[config.mk]
export PLATFORM = sky130hd
export DESIGN_NAME = video_timing_gen
export DESIGN_NICKNAME = d
export VERILOG_FILES = /design/src/rtl/video_timing_gen.sv
export SDC_FILE = /design/constraint.sdc
export NUM_CORES = 1
export LEC_CHECK = 0
export BUFFER_PORTS_ARGS = -buffer_cell sky130_fd_sc_hd__buf_4
export CELL_PAD_IN_SITES_DETAIL_PLACEMENT = 1
export CELL_PAD_IN_SITES_GLOBAL_PLACEMENT = 2
export CORE_MARGIN = 2
export CORE_UTILIZATION = 35
export DETAILED_ROUTE_END_ITERATION = 10
export PLACE_DENSITY_LB_ADDON = 0.1
export SETUP_SLACK_MARGIN = 0.05
export SYNTH_ARGS = -nofsm -noshare
export SYNTH_HDL_FRONTEND = slang
export SYNTH_SLANG_ARGS = --single-unit
[constraint.sdc]
create_clock -name clk -period 3.4 [get_ports clk]
set_input_delay 0.17 -clock clk [delete_from_list [all_inputs] [get_ports clk]]
set_output_delay 0.17 -clock clk [all_outputs]
set_load 0.01 [all_outputs]
[src/rtl/video_timing_gen.sv]
// Raster timing generator: prescaled pixel tick, h/v position counters, and
// DE/HSYNC/VSYNC delayed through a short shift register for pipeline alignment.
module video_timing_gen #(
  parameter int unsigned H_ACTIVE = 320,
  parameter int unsigned H_FP     = 8,
  parameter int unsigned H_SYNC   = 32,
  parameter int unsigned H_BP     = 40,
  parameter int unsigned V_ACTIVE = 240,
  parameter int unsigned V_FP     = 3,
  parameter int unsigned V_SYNC   = 4,
  parameter int unsigned V_BP     = 6,
  parameter int unsigned HS_POL   = 0,
  parameter int unsigned VS_POL   = 0,
  parameter int unsigned CLK_DIV  = 4,
  parameter int unsigned SYNC_DLY = 1
) (
  input  logic        clk,
  input  logic        rst_n,
  input  logic        i_enable,
  output logic        o_pix_enable,
  output logic [11:0] o_x,
  output logic [11:0] o_y,
  output logic        o_frame,
  output logic        o_de,
  output logic        o_hsync,
  output logic        o_vsync
);

  localparam int unsigned H_TOTAL = H_ACTIVE + H_FP + H_SYNC + H_BP;
  localparam int unsigned V_TOTAL = V_ACTIVE + V_FP + V_SYNC + V_BP;

  localparam logic [3:0]  PscMax   = 4'(CLK_DIV - 1);
  localparam logic [11:0] HMax     = 12'(H_TOTAL - 1);
  localparam logic [11:0] VMax     = 12'(V_TOTAL - 1);
  // 13-bit window bounds so an end equal to 4096 still compares correctly.
  localparam logic [12:0] HActive  = 13'(H_ACTIVE);
  localparam logic [12:0] VActive  = 13'(V_ACTIVE);
  localparam logic [12:0] HsStart  = 13'(H_ACTIVE + H_FP);
  localparam logic [12:0] HsEnd    = 13'(H_ACTIVE + H_FP + H_SYNC);
  localparam logic [12:0] VsStart  = 13'(V_ACTIVE + V_FP);
  localparam logic [12:0] VsEnd    = 13'(V_ACTIVE + V_FP + V_SYNC);
  localparam logic        HsActive = (HS_POL != 0);
  localparam logic        VsActive = (VS_POL != 0);

  logic [3:0]  psc_q, psc_d;
  logic [11:0] h_q, h_d, v_q, v_d;
  logic        pix_q, pix_d;
  logic        frame_q, frame_d;
  logic        tick, h_wrap, v_wrap;
  logic        de_n, hs_n, vs_n;

  // Each stage holds {de, hsync, vsync} as active-high flags; 0 is the idle level.
  logic [2:0]  dly_q [SYNC_DLY+1];
  logic [2:0]  dly_d [SYNC_DLY+1];

  always_comb begin
    tick    = i_enable && (psc_q == PscMax);
    h_wrap  = (h_q == HMax);
    v_wrap  = (v_q == VMax);

    psc_d   = psc_q;
    h_d     = h_q;
    v_d     = v_q;
    pix_d   = tick;
    frame_d = tick && h_wrap && v_wrap;

    if (i_enable) begin
      psc_d = tick ? 4'd0 : psc_q + 4'd1;
    end
    if (tick) begin
      h_d = h_wrap ? 12'd0 : h_q + 12'd1;
      if (h_wrap) begin
        v_d = v_wrap ? 12'd0 : v_q + 12'd1;
      end
    end

    // Decode from next-state counters so stage 0 lines up with o_x/o_y.
    de_n = ({1'b0, h_d} < HActive) && ({1'b0, v_d} < VActive);
    hs_n = ({1'b0, h_d} >= HsStart) && ({1'b0, h_d} < HsEnd);
    vs_n = ({1'b0, v_d} >= VsStart) && ({1'b0, v_d} < VsEnd);

    dly_d[0] = {de_n, hs_n, vs_n};
    for (int unsigned i = 1; i <= SYNC_DLY; i++) begin
      dly_d[i] = dly_q[i-1];
    end
  end

  always_ff @(posedge clk or negedge rst_n) begin
    if (!rst_n) begin
      psc_q   <= '0;
      h_q     <= '0;
      v_q     <= '0;
      pix_q   <= 1'b0;
      frame_q <= 1'b0;
      for (int unsigned i = 0; i <= SYNC_DLY; i++) begin
        dly_q[i] <= '0;
      end
    end else begin
      psc_q   <= psc_d;
      h_q     <= h_d;
      v_q     <= v_d;
      pix_q   <= pix_d;
      frame_q <= frame_d;
      for (int unsigned i = 0; i <= SYNC_DLY; i++) begin
        dly_q[i] <= dly_d[i];
      end
    end
  end

  always_comb begin
    o_pix_enable = pix_q;
    o_x          = h_q;
    o_y          = v_q;
    o_frame      = frame_q;
    o_de         = dly_q[SYNC_DLY][2];
    o_hsync      = dly_q[SYNC_DLY][1] ? HsActive : ~HsActive;
    o_vsync      = dly_q[SYNC_DLY][0] ? VsActive : ~VsActive;
  end

endmodule

==> results of run 1 <==
## flip-flops by register name, summed over array words and instances (netlist names)
signal        count
psc_q             4
o_y              12
dly_d             3
o_frame           1
o_x              12
dly_q             2
o_pix_enable      1
o_de              1
## cell families (layout without fill, tap and decap cells)
group                    after synthesis  count (layout)  synth area share
AND/OR/NAND/NOR                       91              91            0.2662
AO/OA/AOI/OAI                         31              31            0.1067
buffers and inverters                 21              55           0.05273
adder cells (fa/ha/maj)                4               4           0.02511
XOR/XNOR                              14              14           0.06152
flip-flops                            36              36            0.4520
multiplexers                           6               6           0.03578
## Yosys cell counts, drive strengths merged (2+ instances only)
cell type  instances  area, um^2
mux2i              3       30.03
nor4               4       40.04
nor3               7       35.03
a31o               2       17.52
ha                 4       50.05
mux2               3       41.29
a21o               3       22.52
xnor2              8       70.07
a31oi              3       18.77
dfrtp             36       900.9
o211ai             2       15.01
nand2             25       93.84
and4               3       26.28
and3               4       25.02
clkbuf             3       11.26
nand3              7       45.04
nand2b             2       12.51
nor4b              4       53.80
buf                6       48.79
nor2              16       60.06
and2               4       25.02
inv               12       45.04
nor2b              2       12.51
xor2               6       52.55
o21ai             11       55.05
or3                3       23.77
nand4              6       37.54
## worst reg2reg max path, delay by kind of cell, from the launching register on
| kind | cells | cell delay (ns) |
|---|---|---|
| buffers and inverters | 1 | 0.28 |
| AND/OR/NAND/NOR | 5 | 1.88 |
| XOR/XNOR | 1 | 0.17 |
| flip-flops | 1 | 0.52 |
## repair_timing
item,4_1_cts,5_1_grt
buffers inserted,0,0
hold endpoints to repair,36,0
hold buffers,1,0
endpoints found under the setup margin,0,0
## area by class of cell
type,instances,area [um^2],share of cell area
Timing Repair Buffer,35,265.3,0.1114
Clock inverter,2,10.01,0.004204
Tap cell,72,90.09,0.03784
Multi-Input combinational cell,146,987.2,0.4146
Inverter,12,45.04,0.01892
Clock buffer,6,82.58,0.03468
Sequential cell,36,900.9,0.3784
## routing by layer
| layer | global-route usage | vias to the layer above | routed length [um] |
|---|---|---|---|
| li1 | - | 786 | - |
| met1 | 0.2516 | 848 | 2492 |
| met2 | 0.2672 | 29 | 2384 |
| met3 | 0.03733 | 5 | 173 |
| met4 | 0.05690 | 0 | 55 |
| met5 | 0 | - | 0 |
## per-stage QoR
step	instances	cell area [um^2]	hold WS [ns]	worst slack, ns
6_report	309	2381	0.1029	0.4486
4_1_cts	309	2381	0.09827	0.4651
2_1_floorplan	203	1993	-0.1256	0.7791
5_1_grt	309	2381	0.1188	0.2942
3_5_place_dp	300	2278	0.1616	0.4894
3_3_place_gp	300	2278	0.1539	0.6450
## worst paths after layout
check / depth (start not counted) / start / to
hold / removal: 2 / i_enable / psc_q[0]
max in group asynchronous: 2 / rst_n / o_y[4]
hold reg to reg: 0 / dly_d[1] / dly_q[1]
setup reg to reg: 7 / o_x[4] / dly_d[0]
setup / recovery: 7 / o_x[4] / dly_d[0]
min in group asynchronous: 2 / rst_n / o_x[8]
## power by group through the flow
stage	clock [mW]	combinational (mW)	sequential (mW)
after floorplan	0	0.0890	0.507
after global placement	0	0.155	0.510
after detailed placement	0	0.165	0.514
after CTS	0.327	0.166	0.506
after global routing	0.340	0.182	0.514
final	0.316	0.162	0.506
==> results.cfg, run 1 <==
[status]
status = complete, no violations

[yosys]
synthArstFlopShare = 1.000
synth_seq_cells = 36
netlist_area_um2 = 1993
syn_nets = 210
ys.flop_type = dfrtp_1
synthCells = 203
seq_area_frac_synth = 0.4520
synth-edff-count = 0
yosys.cell_types.count = 49
avgSynthCellArea_um2 = 9.819
ys_warn_count = 0

[floorplanning]
die_h_um = 79.47
fp.dieArea_um2 = 6315
die_w_um = 79.47
core-area_um2 = 5507
core.rowCount = 27
start_util = 0.3620
io_pins = 32

[clock_network]
tritoncts = done
cts.clk_slew.worst_paths_ns = 0.07
cts.repair.resized = 0
ctsLongestPathBuffers = 2
htree_levels = 2
numCtsBuffers = 5
cts_root_buf = clkbuf_8
insertion_delay_ns = 0.29
cts_sinks = 36

[placement]
gp_congestion = 0.8067
hpwlAfterDp_um = 3739
port_buffers = 31

[pwr]
swShare = 0.2921
combPwrFrac = 0.164
leakagePower_nw = 1.139
seq_power_share = 0.515
clock_power_share = 0.321
peakVddDrop_uv = 321.7
switchingPower_mw = 0.2871
power.internal_mw = 0.6960
p_total_mw = 0.9831
power.density_nw_per_um2 = 412.9

[global_routing]
grt_overflow = 0
grt_max_degree = 37
grt_pass1_vias = 1692
grt_pass1_wl_um = 8680
track_usage = 0.1768
antenna_found_initial = 0

[sta]
max_freq_ghz = 0.3388
fin_tns_setup_ns = 0
fin_crit_sh = 0.8681
final_hold_viol_count = 0
skew_ns = 0.002589
setup_viol = 0
worstMarginPinSlew_ns = 0.4674
period_needed_ns = 2.951
drv_slew = 0
rsz0062_at_grt = false
relSlewSlack = 0.6884

[critical_path]
path_cells = or4b_4, nor4_4, buf_4, nand4_1, xor2_1, or4_1, nor4b_2
cp-start-kind = flip-flop
cp_num_buf_inv = 1
crit_path_max_fanout = 20
path_delay_family = simple AND/OR/NAND/NOR gates
worstPathArrival_ns = 3.14
cp_slowest_cell = or4b_4
cpPeakStageDelay_ns = 0.64
critPathKind = reg -> reg
cp-end-kind = flip-flop
cp_data_required_time_ns = 3.59
rrSetupSlack_ns = 0.45

[final_layout]
drive_gt1_frac = 0.2321
final_common_cell = dfrtp_1
post-route-util = 0.4324
fill_cells = 654
syn2layout_area_growth_pct = 19.46
nets = 243
n_antenna_cell = 0
layout_common_cells = 36 x dfrtp_1, 34 x buf_4, 25 x nand2_1

[worst_hold_path]
hp-class = in -> reg

[drt]
dr.pass1.iters = 4
drt_iter0_drc = 70
via_count = 1668
wire_per_inst_um = 16.52
drt_wl_total_um = 5106
ant_nets = 0
vias_per_cell = 5.398
drc_errors = 0

[job]
max-cap-violations = 0
No activity file was read; power rests on OpenSTA's default activity.
==> run 2, diff against run 1 <==
CELL_PAD_IN_SITES_DETAIL_PLACEMENT = 0   (was 1)
CELL_PAD_IN_SITES_GLOBAL_PLACEMENT = 1   (was 2)
CORE_UTILIZATION = 43   (was 35)
==> run 2 against run 1 <==
Sequential share of layout area is 0.16 points higher. Cell area is 0.42% lower. Maximum frequency is 3.3% higher. Power is 4.9% higher. Combinational power is 4% lower. First-iteration DRC count is 7.1% higher. Cell count is 6.5% lower. Register-to-register slack better by 0.09 ns. Wire length is 14% lower. Flip-flop and latch count stayed put. Clock-buffer cell count stayed put. Critical path depth stayed put.
==> results.cfg, run 2 (same netlist as run 1, synthesis figures left out) <==
[clock_network]
ctsLongestPathBuffers = 2
numCtsBuffers = 5
cts.clk_slew.worst_paths_ns = 0.08
tritoncts = done
cts.repair.resized = 0
cts_root_buf = clkbuf_8
post-cts-setup-buffers = 0
insertion_delay_ns = 0.30
cts_sinks = 36
htree_levels = 2

[drt]
drt_wl_total_um = 4380
via_count = 1603
vias_per_cell = 5.547
drt_iter0_drc = 75
ant_nets = 0
drc_errors = 0
wire_per_inst_um = 15.16
dr.pass1.iters = 4

[sta]
worstMarginPinSlew_ns = 0.4545
fin_crit_sh = 0.8404
rsz0062_at_grt = false
final_hold_viol_count = 0
timing.hold.ws_ns = 0.09227
setup_viol = 0
drv_slew = 0
max_freq_ghz = 0.3500
skew_ns = 0.009842
period_needed_ns = 2.857
relSlewSlack = 0.6970
fin_tns_setup_ns = 0

[placement]
gp_congestion = 0.8303
hpwlAfterDp_um = 3112
port_buffers = 31
placed_cell_area_um2 = 2253
placed_cells = 280

[critical_path]
worstPathArrival_ns = 3.07
path_delay_family = simple AND/OR/NAND/NOR gates
cp_slowest_cell = or4b_4
cp_data_required_time_ns = 3.61
critPathKind = reg -> reg
cp-end-kind = flip-flop
cp-start-kind = flip-flop
crit_path_max_fanout = 20
path_cells = or4b_4, nor4_4, buf_4, nand4_1, xor2_1, or4_1, nor4b_2
cpPeakStageDelay_ns = 0.63
cp_num_buf_inv = 1

[pwr]
peakVddDrop_uv = 243.6
swShare = 0.2712
power.density_nw_per_um2 = 434.9
switchingPower_mw = 0.2797
clock_power_share = 0.363
p_total_mw = 1.031
seq_power_share = 0.487
power.internal_mw = 0.7515
leakagePower_nw = 1.143
combPwrFrac = 0.151

[global_routing]
grt_overflow = 0
grt_pass1_wl_um = 7238
track_usage = 0.1800
grt_pass1_vias = 1523
grt_max_degree = 37
antenna_found_initial = 0

[floorplanning]
core-area_um2 = 4414
core.rowCount = 24
start_util = 0.4515
die_w_um = 72.08
fp.dieArea_um2 = 5196
die_h_um = 72.08
io_pins = 32

[worst_hold_path]
hp-class = in -> reg

[final_layout]
nets = 243
fin_area_um2 = 2371
drive_gt1_frac = 0.2278
layout_common_cells = 36 x dfrtp_1, 34 x buf_4, 25 x nand2_1
final_common_cell = dfrtp_1
syn2layout_area_growth_pct = 18.96
n_antenna_cell = 0
final_cells = 289

[status]
status = complete, no violations

[job]
max-cap-violations = 0
-- run 2: cell types whose count changed in the layout (fill, tap and decap cells not counted) --
cell and change:
bufinv_16 +1, clkbuf_1 +1, clkbuf_8 -1, clkinv_2 -1
-- run 2: final timing paths --
| kind | start | endpoint | slack [ns] | cells past startpoint |
|---|---|---|---|---|
| worst max-delay path | o_x[4] | dly_d[0] | 0.54 | 7 |
| worst min-delay path | i_enable | psc_q[0] | 0.09 | 2 |
| worst max register to register | o_x[4] | dly_d[0] | 0.54 | 7 |
| worst min register to register | dly_d[0] | dly_q[0] | 0.35 | 0 |
| max in group asynchronous | rst_n | o_y[7] | 2.71 | 2 |
| min in group asynchronous | rst_n | dly_q[1] | 0.36 | 2 |
-- run 2: worst register-to-register path: cells and delay by family (launching register included) --
family / cells / cell delay [ns]
buffers and inverters: 1 / 0.27
flip-flops: 1 / 0.50
XOR/XNOR: 1 / 0.18
AND/OR/NAND/NOR: 5 / 1.82
-- run 2: area by class of cell --
type,instances,area [um^2]
Inverter,12,45.04
Timing Repair Buffer,35,265.3
Sequential cell,36,900.9
Clock inverter,2,35.03
Multi-Input combinational cell,146,987.2
Clock buffer,6,72.57
Fill cell,419,2043
Tap cell,52,65.06
-- run 2: through the flow --
stage	utilization	worst slack, ns
2_1_floorplan	-	0.7791
3_3_place_gp	0.5105	0.6347
3_5_place_dp	0.5105	0.5529
4_1_cts	0.5371	0.5388
5_1_grt	0.5371	0.4472
6_report	0.5371	0.5426
-- run 2: power groups by stage --
stage | sequential (mW) | combinational, mW | clock [mW]
2_1_floorplan | 0.507 | 0.0890 | 0
3_3_place_gp | 0.508 | 0.154 | 0
3_5_place_dp | 0.511 | 0.157 | 0
4_1_cts | 0.503 | 0.159 | 0.382
5_1_grt | 0.508 | 0.177 | 0.404
6_report | 0.502 | 0.156 | 0.374
-- run 2: timing repair --
action                                  CTS  global route
endpoints found under the setup margin    0             0
endpoints found under the hold margin    36             0
hold buffers                              1             0
-- run 2: metal layers --
metal	GRT usage	vias to the layer above	wire length, um
li1	-	780	-
met1	0.2639	779	2153
met2	0.2579	39	1916
met3	0.05417	5	259
met4	0.05031	0	51
met5	0	-	0
==> run 3, diff against run 2 <==
ABC_AREA = 1   (was default)
CORE_UTILIZATION = 36   (was 43)
clock period = 2.6 ns   (was 3.4 ns; I/O delays follow)
==> run 3 against run 2 <==
Worst hold slack got worse by 0.033 ns. Clock-buffer cell count decreased by 1. Wire length increased by 22%. Sequential power increased by 42%. Combinational power increased by 79%. Clock power increased by 31%. Critical path depth increased by 5. Non-clock buffer count decreased by 2. First-iteration DRC count increased by 23%. Global-route usage about the same. Critical path type unchanged. Largest cell class unchanged. Largest power group unchanged. Highest routed layer unchanged.
==> results.cfg, run 3 <==
[status]
status = complete, no violations

[sta]
relSlewSlack = 0.7030
setup_viol = 0
period_needed_ns = 2.126
rsz0062_at_grt = false
final_hold_viol_count = 0
worstMarginPinSlew_ns = 0.4455
fin_crit_sh = 0.8176
skew_ns = 0.009747
max_freq_ghz = 0.4704
fin_tns_setup_ns = 0
drv_slew = 0

[drt]
ant_nets = 0
wl_met3_um = 306
drt_wl_total_um = 5329
wire_per_inst_um = 12.66
wl_met1_um = 2656
via_count = 1989
vias_per_cell = 4.724
drc_errors = 0
dr.pass1.iters = 4
wl_met2_um = 2331
topRoutingLayerUsed = met4
drt_iter0_drc = 92

[global_routing]
grt_pass1_wl_um = 9108
grt_max_degree = 37
grt_overflow = 0
track_usage = 0.1800
grt_pass1_vias = 1872
antenna_found_initial = 0

[floorplanning]
io_pins = 32
fp.dieArea_um2 = 6609
core.rowCount = 28
die_h_um = 81.30
core-area_um2 = 5851
die_w_um = 81.30
start_util = 0.3676

[clock_network]
numCtsBuffers = 5
cts_sinks = 36
ctsLongestPathBuffers = 2
insertion_delay_ns = 0.29
cts.clk_slew.worst_paths_ns = 0.07
tritoncts = done
htree_levels = 2
cts.repair.resized = 0
cts_root_buf = clkbuf_8

[yosys]
ys.flop_type = dfrtp_1
synthArstFlopShare = 1.000
ys_top_cells_by_count = 85 x nand2_1, 48 x inv_1, 46 x nor2_1
seq_area_frac_synth = 0.4188
synth-edff-count = 0
synth_seq_cells = 36
synthCells = 308
yosys.area.top_type_share = 0.4188
netlist_area_um2 = 2151
synth_area_leader_cell = dfrtp_1
syn_nets = 315
avgSynthCellArea_um2 = 6.983
ys_top_cells_by_area = dfrtp_1 42%, nand2_1 15%, inv_1 8.4%, nand3_1 8.1%, nor2_1 8.0%
yosysMostFrequentCell = nand2_1
ys_warn_count = 0
yosys.cell_types.count = 24

[job]
max-cap-violations = 0

[placement]
gp_congestion = 0.8403
placed_cell_area_um2 = 2467
hpwlAfterDp_um = 4140
port_buffers = 31

[final_layout]
final_common_cell = nand2_1
seq_area_um2 = 900.9
syn2layout_area_growth_pct = 20.36
nets = 352
n_antenna_cell = 0
layout_common_cells = 85 x nand2_1, 48 x inv_1, 46 x nor2_1
fill_cells = 615
multi_input_area_um2 = 1049
drive_gt1_frac = 0.1387
fin_area_um2 = 2589

[critical_path]
path_delay_family = simple AND/OR/NAND/NOR gates
startpoint = psc_q[0]
path_cells = ha_1, nand2_2, nor3_4, buf_4, nand4_1, nand2_1, nand2_1, nor2_1, nand2_1, nor2_1, nand3_1, nor2_1
crit-reg2reg-launch = psc_q[0]
worstPathArrival_ns = 2.34
cp_data_required_time_ns = 2.82
cp-start-kind = flip-flop
cp_num_buf_inv = 1
cp_slowest_cell = dfrtp_1
critPathKind = reg -> reg
cp-end-kind = flip-flop
cpPeakStageDelay_ns = 0.39
crit_path_max_fanout = 15

[worst_hold_path]
hp-class = in -> reg
hp-start = i_enable

[pwr]
power.density_nw_per_um2 = 571.7
leakagePower_nw = 1.325
peakVddDrop_uv = 492.3
## run 3: cells by family after synthesis
kind of cell,after synthesis,synth area share
simple gates,191,0.3886
buf+inv,52,0.09366
flops,36,0.4188
compound gates,17,0.04188
xor+xnor,7,0.02851
fa+ha+maj,4,0.02327
mux,1,0.005235
## run 3: timing repair
action	4_1_cts	5_1_grt
buffers inserted	0	0
endpoints found under the hold margin	36	0
hold buffers	1	0
## run 3: metrics by stage
step / setup slack, ns / utilization / total power [mW] / hold slack, ns / std cells
2_1_floorplan: 0.8693 / - / 0.8756 / -0.1656 / 308
3_3_place_gp: 0.4637 / 0.4217 / 1.005 / 0.1100 / 412
3_5_place_dp: 0.5126 / 0.4217 / 1.003 / 0.1187 / 412
4_1_cts: 0.4994 / 0.4425 / 1.500 / 0.05105 / 421
5_1_grt: 0.1815 / 0.4425 / 1.579 / 0.06049 / 421
6_report: 0.4741 / 0.4425 / 1.480 / 0.05886 / 421
## run 3: metal layers
layer,GRT usage,vias to the layer above
li1,-,1041
met1,0.2680,890
met2,0.2664,56
met3,0.03667,2
met4,0.04068,0
met5,0,-
## run 3: final timing paths
check	end	slack, ns	cells past startpoint
max	dly_d[0]	0.47	12
min	psc_q[0]	0.06	2
max reg2reg	dly_d[0]	0.47	12
min reg2reg	o_de	0.35	0
max in group asynchronous	o_y[4]	1.95	2
min in group asynchronous	dly_q[1]	0.32	2
## run 3: layout make-up
cell class | instances | area share
flip-flops and latches | 36 | 0.3480
clock buffers | 5 | 0.02658
inverters | 49 | 0.07105
multi-input cells | 220 | 0.4050
repair buffers | 33 | 0.09667
well taps | 75 | 0.03625
clock inverters | 3 | 0.01643
## run 3: power breakdown
| group | leakage, nW | internal, mW | switching, mW |
|---|---|---|---|
| Clock | 0.0541 | 0.284 | 0.206 |
| Sequential | 0.426 | 0.625 | 0.0852 |
| Combinational | 0.845 | 0.120 | 0.159 |
| Total | 1.33 | 1.03 | 0.451 |
